--- src/rtl/fft_pkg.sv ---
// Shared types and defaults for the FFT output reorder stage.
// Bank lifecycle: EMPTY -> FILLING -> FULL -> DRAINING -> EMPTY.
package fft_pkg;

  localparam int N_LOG2_DEF = 5;
  localparam int DW_DEF = 16;
  localparam int FRAME_LEN = 1 << N_LOG2_DEF;

  typedef enum logic [1:0] {
    EMPTY,
    FILLING,
    FULL,
    DRAINING
  } bank_st_t;

endpackage

--- src/rtl/fft_out_reorder_if.sv ---
// Stream bundle for the reorder stage: FFT sample input side,
// valid/ready natural-order output side and the overflow pulse.
interface fft_out_reorder_if
  import fft_pkg::*;
#(
  parameter int N_LOG2 = N_LOG2_DEF,
  parameter int DW = DW_DEF
);

  logic              in_valid;
  logic [DW-1:0]     in_i;
  logic [DW-1:0]     in_q;
  logic [N_LOG2-1:0] in_index;

  logic              out_valid;
  logic              out_ready;
  logic [DW-1:0]     out_i;
  logic [DW-1:0]     out_q;
  logic [N_LOG2-1:0] out_index;
  logic              out_last;
  logic              overflow;

  modport master (
    output in_valid, in_i, in_q, in_index, out_ready,
    input  out_valid, out_i, out_q, out_index, out_last, overflow
  );

  modport slave (
    input  in_valid, in_i, in_q, in_index, out_ready,
    output out_valid, out_i, out_q, out_index, out_last, overflow
  );

endinterface

--- src/rtl/fft_reorder_dpram.sv ---
// Simple dual-port RAM: one write port, one registered read port.
module fft_reorder_dpram #(
  parameter int AW = 6,
  parameter int W = 32
) (
  input  logic          clk,
  input  logic          we,
  input  logic [AW-1:0] waddr,
  input  logic [W-1:0]  wdata,
  input  logic          re,
  input  logic [AW-1:0] raddr,
  output logic [W-1:0]  rdata
);

  logic [W-1:0] mem [(1 << AW)];

  always_ff @(posedge clk) begin
    if (we) mem[waddr] <= wdata;
    if (re) rdata <= mem[raddr];
  end

endmodule

--- src/rtl/fft_out_reorder.sv ---
// Ping-pong reorder of FFT output frames into natural bin order.
// FFT_REORDER_FFTSHIFT_EN: replay starts at the mid-frame bin.
module fft_out_reorder
  import fft_pkg::*;
#(
  parameter int N_LOG2 = N_LOG2_DEF,
  parameter int DW = DW_DEF
) (
  input  logic clk,
  input  logic reset,
  fft_out_reorder_if.slave bus
);

  localparam logic [N_LOG2-1:0] LAST = '1;
`ifdef FFT_REORDER_FFTSHIFT_EN
  localparam logic [N_LOG2-1:0] SHIFT =
    {1'b1, {(N_LOG2-1){1'b0}}};
`else
  localparam logic [N_LOG2-1:0] SHIFT = '0;
`endif

  bank_st_t st [2];
  bank_st_t wst;
  bank_st_t ist;

  logic              wr_bank;
  logic              dropping;
  logic [N_LOG2-1:0] wr_cnt;
  logic              iss_bank;
  logic              rd_bank;
  logic [N_LOG2-1:0] iss_pos;
  logic [N_LOG2-1:0] rd_addr;

  logic              a_v;
  logic              a_last;
  logic [N_LOG2-1:0] a_idx;
  logic              b_v;
  logic              b_last;
  logic [N_LOG2-1:0] b_idx;
  logic [DW-1:0]     b_i;
  logic [DW-1:0]     b_q;
  logic [2*DW-1:0]   rdata;

  logic start;
  logic ovf;
  logic wr_en;
  logic fire;
  logic a_take;
  logic iss;

  always_comb begin
    wst = st[wr_bank];
    ist = st[iss_bank];
    start = bus.in_valid && (wr_cnt == '0);
    ovf = start && (wst != EMPTY);
    wr_en = bus.in_valid && !dropping && !ovf;
    fire = bus.out_valid && bus.out_ready;
    // A empties when consumed, or when it spills into the skid slot B
    a_take = a_v && (!b_v || fire);
    iss = (ist == FULL || ist == DRAINING) && (!a_v || a_take);
    rd_addr = iss_pos ^ SHIFT;
  end

  assign bus.overflow = ovf && !reset;
  assign bus.out_valid = a_v || b_v;
  assign bus.out_i = b_v ? b_i : (a_v ? rdata[2*DW-1:DW] : '0);
  assign bus.out_q = b_v ? b_q : (a_v ? rdata[DW-1:0] : '0);
  assign bus.out_index = b_v ? b_idx : a_idx;
  assign bus.out_last = b_v ? b_last : (a_v && a_last);

  fft_reorder_dpram #(
    .AW(N_LOG2 + 1),
    .W(2 * DW)
  ) u_ram (
    .clk(clk),
    .we(wr_en),
    .waddr({wr_bank, bus.in_index}),
    .wdata({bus.in_i, bus.in_q}),
    .re(iss),
    .raddr({iss_bank, rd_addr}),
    .rdata(rdata)
  );

  always_ff @(posedge clk) begin
    if (reset) begin
      st[0] <= EMPTY;
      st[1] <= EMPTY;
      wr_bank <= 1'b0;
      dropping <= 1'b0;
      wr_cnt <= '0;
      iss_bank <= 1'b0;
      iss_pos <= '0;
      rd_bank <= 1'b0;
      a_v <= 1'b0;
      a_last <= 1'b0;
      a_idx <= '0;
      b_v <= 1'b0;
      b_last <= 1'b0;
      b_idx <= '0;
      b_i <= '0;
      b_q <= '0;
    end else begin
      if (bus.in_valid) begin
        wr_cnt <= wr_cnt + 1'b1;
        if (ovf) dropping <= 1'b1;
        else if (start) st[wr_bank] <= FILLING;
        if (wr_cnt == LAST) begin
          if (dropping) begin
            dropping <= 1'b0;
          end else begin
            st[wr_bank] <= FULL;
            wr_bank <= ~wr_bank;
          end
        end
      end
      // issue side runs ahead of the drain side by up to two samples
      if (iss) begin
        if (ist == FULL) st[iss_bank] <= DRAINING;
        iss_pos <= iss_pos + 1'b1;
        if (iss_pos == LAST) iss_bank <= ~iss_bank;
        a_idx <= rd_addr;
        a_last <= (iss_pos == LAST);
      end
      a_v <= iss || (a_v && !a_take);
      if (b_v ? fire : (a_v && !fire)) begin
        b_v <= a_v;
        b_i <= rdata[2*DW-1:DW];
        b_q <= rdata[DW-1:0];
        b_idx <= a_idx;
        b_last <= a_last;
      end
      if (fire && bus.out_last) begin
        st[rd_bank] <= EMPTY;
        rd_bank <= ~rd_bank;
      end
    end
  end

endmodule

--- src/flat_wrapper.sv ---
// flat-port wrapper written by rule: the top's interface ports become plain ports
module fft_out_reorder_flat import fft_pkg::*;
#(
  parameter int N_LOG2 = N_LOG2_DEF,
  parameter int DW = DW_DEF
)
  (clk, reset, bus_in_valid, bus_in_i, bus_in_q, bus_in_index, bus_out_ready, bus_out_valid, bus_out_i, bus_out_q, bus_out_index, bus_out_last, bus_overflow);
  fft_out_reorder_if #(.N_LOG2(N_LOG2), .DW(DW)) bus_i ();
  input  logic clk;
  input  logic reset;
  input wire logic [$bits(bus_i.in_valid)-1:0] bus_in_valid;
  input wire logic [$bits(bus_i.in_i)-1:0] bus_in_i;
  input wire logic [$bits(bus_i.in_q)-1:0] bus_in_q;
  input wire logic [$bits(bus_i.in_index)-1:0] bus_in_index;
  input wire logic [$bits(bus_i.out_ready)-1:0] bus_out_ready;
  output wire logic [$bits(bus_i.out_valid)-1:0] bus_out_valid;
  output wire logic [$bits(bus_i.out_i)-1:0] bus_out_i;
  output wire logic [$bits(bus_i.out_q)-1:0] bus_out_q;
  output wire logic [$bits(bus_i.out_index)-1:0] bus_out_index;
  output wire logic [$bits(bus_i.out_last)-1:0] bus_out_last;
  output wire logic [$bits(bus_i.overflow)-1:0] bus_overflow;
  assign bus_i.in_valid = bus_in_valid;
  assign bus_i.in_i = bus_in_i;
  assign bus_i.in_q = bus_in_q;
  assign bus_i.in_index = bus_in_index;
  assign bus_i.out_ready = bus_out_ready;
  assign bus_out_valid = bus_i.out_valid;
  assign bus_out_i = bus_i.out_i;
  assign bus_out_q = bus_i.out_q;
  assign bus_out_index = bus_i.out_index;
  assign bus_out_last = bus_i.out_last;
  assign bus_overflow = bus_i.overflow;
  fft_out_reorder #(.N_LOG2(N_LOG2), .DW(DW)) u_core (.clk(clk), .reset(reset), .bus(bus_i));
endmodule
--- config.mk ---
export PLATFORM = sky130hd
export DESIGN_NAME = fft_out_reorder_flat
export DESIGN_NICKNAME = d
export VERILOG_FILES = /design/src/rtl/fft_pkg.sv /design/src/rtl/fft_out_reorder_if.sv /design/src/rtl/fft_reorder_dpram.sv /design/src/rtl/fft_out_reorder.sv /design/src/flat_wrapper.sv
export SDC_FILE = /design/constraint.sdc
export NUM_CORES = 2
export LEC_CHECK = 0
export ABC_AREA = 1
export CAP_MARGIN = 20
export CORE_ASPECT_RATIO = 1.5
export CORE_UTILIZATION = 40
export DETAILED_ROUTE_END_ITERATION = 10
export GPL_ROUTABILITY_DRIVEN = 0
export PLACE_DENSITY = 0.58
export SETUP_SLACK_MARGIN = 0.15
export SYNTH_ARGS = -nofsm -noshare
export SYNTH_HDL_FRONTEND = slang
export SYNTH_SLANG_ARGS = --single-unit
--- constraint.sdc ---
create_clock -name clk -period 4.5 [get_ports clk]
set_input_delay 0.9 -clock clk [delete_from_list [all_inputs] [get_ports clk]]
set_output_delay 0.9 -clock clk [all_outputs]
set_load 0.03 [all_outputs]
==> flow_metrics.env <==
export IMPL_status="completed"
export IMPL_crit_path_top_delay_cell="o21ai_0"
export IMPL_period_minus_slack_ps=4100
export IMPL_synth_area_leader_cell="edfxtp_1"
export IMPL_final_util_pct=45.7
export IMPL_place_ws_ps=753
export IMPL_leakage_nw=37.3
export IMPL_slew_viol_final=0
export IMPL_p_int_w=0.0314
export IMPL_finalSetupViolations=0
export IMPL_stdcell_area_um2=100000
export IMPL_synth_compound_area_share_pct=3.30
export IMPL_core_area_um2=219000
export IMPL_dr_pass1_iters=6
export IMPL_ys_flop_type="edfxtp_1"
export IMPL_seq_area_frac_synth_pct=72.2
export IMPL_min_period_over_period_pct=91.2
export IMPL_yosysMostFrequentCell="nand2_1"
export IMPL_clk_latency_ps=860
export IMPL_wl_um=256000
export IMPL_setup_ws_ps=398
export IMPL_slew_headroom_pct=32.7
export IMPL_arrival_ps=3200
export IMPL_cp_start_kind="flip-flop"
export IMPL_yosysWarnings=0
export IMPL_critPathCaptureType="primary output"
export IMPL_yosys_register_bits=2146
export IMPL_yosys_top_cells_count="2663 x nand2_1, 2080 x edfxtp_1, 858 x nor2_1"
export IMPL_portBuffers=80
export IMPL_clock_sinks=2146
export IMPL_tns_ps=0
export IMPL_synth_edf_count=2080
export IMPL_placed_cell_area_um2=93700
export IMPL_synth_adder_area_share_pct=0.0708
export IMPL_via_per_inst=5.21
export IMPL_avgSynthCellArea_um2=10.9
export IMPL_drc=0
export IMPL_max_freq_mhz=244
export IMPL_synthTopCellsByArea="edfxtp_1 71%, nand2_1 11%, nand3_1 4.8%"
export IMPL_cts_root_buf="clkbuf_16"
export IMPL_postSynthCellCount=8097
export IMPL_cp_num_buf_inv=1
export IMPL_placementRows=210
export IMPL_grt_pass1_wl_um=375000
export IMPL_grt_util_all_layers_pct=22.9
export IMPL_cts_resized=0
export IMPL_die_w_um=386
export IMPL_synth_simple_area_share_pct=20.1
export IMPL_worstMarginPinSlew_ps=1010
export IMPL_wl_per_cell_um=22.9
export IMPL_ys_types=28
export IMPL_clock_skew_final_ps=54.9
export IMPL_grt_pass1_vias=57200
export IMPL_pwr_share_comb_pct=1.6
export IMPL_drive_gt1_share_pct=7.90
export IMPL_maxCapViolations=0
export IMPL_die_height_um=578
export IMPL_netlist_area_um2=88300
export IMPL_num_nets_final=8209
export IMPL_antenna_found_initial=16
export IMPL_synth_top_family_by_area="simple AND/OR/NAND/NOR gates"
export IMPL_switching_share_pct=19.9
export IMPL_worstPathCellList="nand2_1 -> o21ai_0 -> clkdlybuf4s50_1"
export IMPL_clk_pin_slew_ps=60
export IMPL_seq_power_share_pct=56.0
export IMPL_min_delay_path_class="flip-flop to flip-flop"
export IMPL_critPathKind="flip-flop to primary output"
export IMPL_required_ps=3600
export IMPL_die_area_um2=223000
export IMPL_pwr_share_clk_pct=42.5
export IMPL_cts_tree="yes"
export IMPL_drt_initial_drc_count=5329
export IMPL_power_density_nw_per_um2=392
export IMPL_initial_utilization_pct=40.4
export IMPL_rsz0062_at_grt="false"
export IMPL_grt_start_max_net_pins=142
export IMPL_peakVddDrop_v=0.000293
export IMPL_cpLargestDelayFamily="compound AO/OA/AOI/OAI gates"
export IMPL_synth_xor_area_share_pct=0
export IMPL_synth_nets=8143
export IMPL_htreeDepth=4
export IMPL_post_cts_buffers=0
export IMPL_cts_buffers=200
export IMPL_vias=58400
export IMPL_synth_mux_area_fraction_pct=0
export IMPL_fill_cells=19700
export IMPL_path_max_fanout=8
export IMPL_dp_hpwl_um=154000
export IMPL_hold_violations=0
export IMPL_area_delta_synth_final_pct=13.3
export IMPL_ios=81
export IMPL_slowest_delay_ps=860
export IMPL_grt_ovfl_total=0
export IMPL_ant_nets=0
export IMPL_hold_buffers=0
export IMPL_synth_top_area_share_pct=70.7
export IMPL_cts_buffer_depth=4
export IMPL_p_switching_w=0.00782
export IMPL_async_reset_ff_share_pct=0
[cell usage in the layout, fill, tap and decap left out, types with 6 or more instances in the layout]
master / instances
clkbuf_1: 37
nand2_1: 2662
nor2_1: 794
nor2_4: 64
buf_12: 56
edfxtp_1: 2080
nand4_1: 10
clkinvlp_4: 6
a21oi_1: 187
clkbuf_16: 204
clkinv_2: 40
inv_1: 472
nand3_1: 852
diode_2: 22
o21ai_1: 59
bufinv_16: 20
buf_4: 217
clkinv_1: 46
dfxtp_1: 60
clkdlybuf4s50_1: 48
or2_2: 24
o21ai_0: 329
nor3_1: 8
[cells by family after synthesis]
logic type | after synthesis
buffers and inverters | 943
AOI/OAI and AO/OA | 580
and+or+nand+nor | 4423
adders and majority gates | 5
DFF | 2146
[power groups by stage]
stage | combinational [W] | sequential, W | clock [W]
3_3_place_gp | 0.000606 | 0.0224 | 0
2_1_floorplan | 0.0000899 | 0.0224 | 0
5_1_grt | 0.000650 | 0.0220 | 0.0176
4_1_cts | 0.000622 | 0.0220 | 0.0169
6_report | 0.000612 | 0.0220 | 0.0167
3_5_place_dp | 0.000622 | 0.0224 | 0
[path summary, 6_finish.rpt]
path,start,endpoint,slack [ps],cells past startpoint
setup / recovery,u_core.a_v$_SDFF_PP0_,bus_out_q[9],400,3
hold reg to reg,u_core.a_last$_SDFFE_PP0P_,u_core.a_last$_SDFFE_PP0P_,470,2
setup reg to reg,u_core.iss_pos[0]$_SDFFE_PP0P_,u_core.u_ram.rdata[10]$_DFFE_PP_,1110,10
hold / removal,u_core.a_last$_SDFFE_PP0P_,u_core.a_last$_SDFFE_PP0P_,470,2
[sequential cells by signal (all words and copies together), names as in the netlist, named ones only]
name,cells
u_core.u_ram.rdata,32
u_core.b_i,16
u_core.rd_bank,1
u_core.a_last,1
u_core.b_v,1
u_core.wr_cnt,5
u_core.a_idx,5
u_core.u_ram.mem,2048
u_core.iss_bank,1
u_core.b_q,16
u_core.a_v,1
u_core.b_idx,5
u_core.dropping,1
u_core.b_last,1
u_core.wr_bank,1
u_core.st,4
u_core.iss_pos,5
[worst reg2reg max path: stages, from the launching register on]
cell and delay [ps]:
dfxtp_4 770, buf_12 390, buf_4 430, nor2_1 100
nor2_1 80, o21ai_0 90, a21oi_1 290, nor2_1 150
nand2_1 80, nand3_1 190, nand2_1 510
[per-stage QoR]
step	cells	hold slack, ps	power, W
global route	11200	460	0.0402
CTS	11200	434	0.0395
finish	11200	468	0.0393
floorplan	8097	439	0.0225
global placement	10800	465	0.0230
detailed placement	10800	462	0.0230
[cell type report]
class | instances | area (um2) | share of cell area (%)
multi-input combinational | 5008 | 21300 | 21.2
sequential | 2146 | 63800 | 63.7
inverter | 484 | 1850 | 1.85
tap | 2862 | 3580 | 3.58
antenna | 22 | 55.1 | 0.0550
clock inverter | 115 | 1060 | 1.06
clock buffer | 241 | 5240 | 5.24
timing repair buffer | 323 | 3240 | 3.24
[per-layer routing]
layer  wire length [um]  vias up  share of wire, %  track usage (%)
li1                   -    27300                 -                -
met1              98100    28900                38             27.6
met2             132000     1695                52             40.6
met3              12100      485               4.7             2.22
met4              13500       10               5.3             11.4
met5                 62        -             0.024                0
Note: power is estimated with default switching activity, not from simulation.
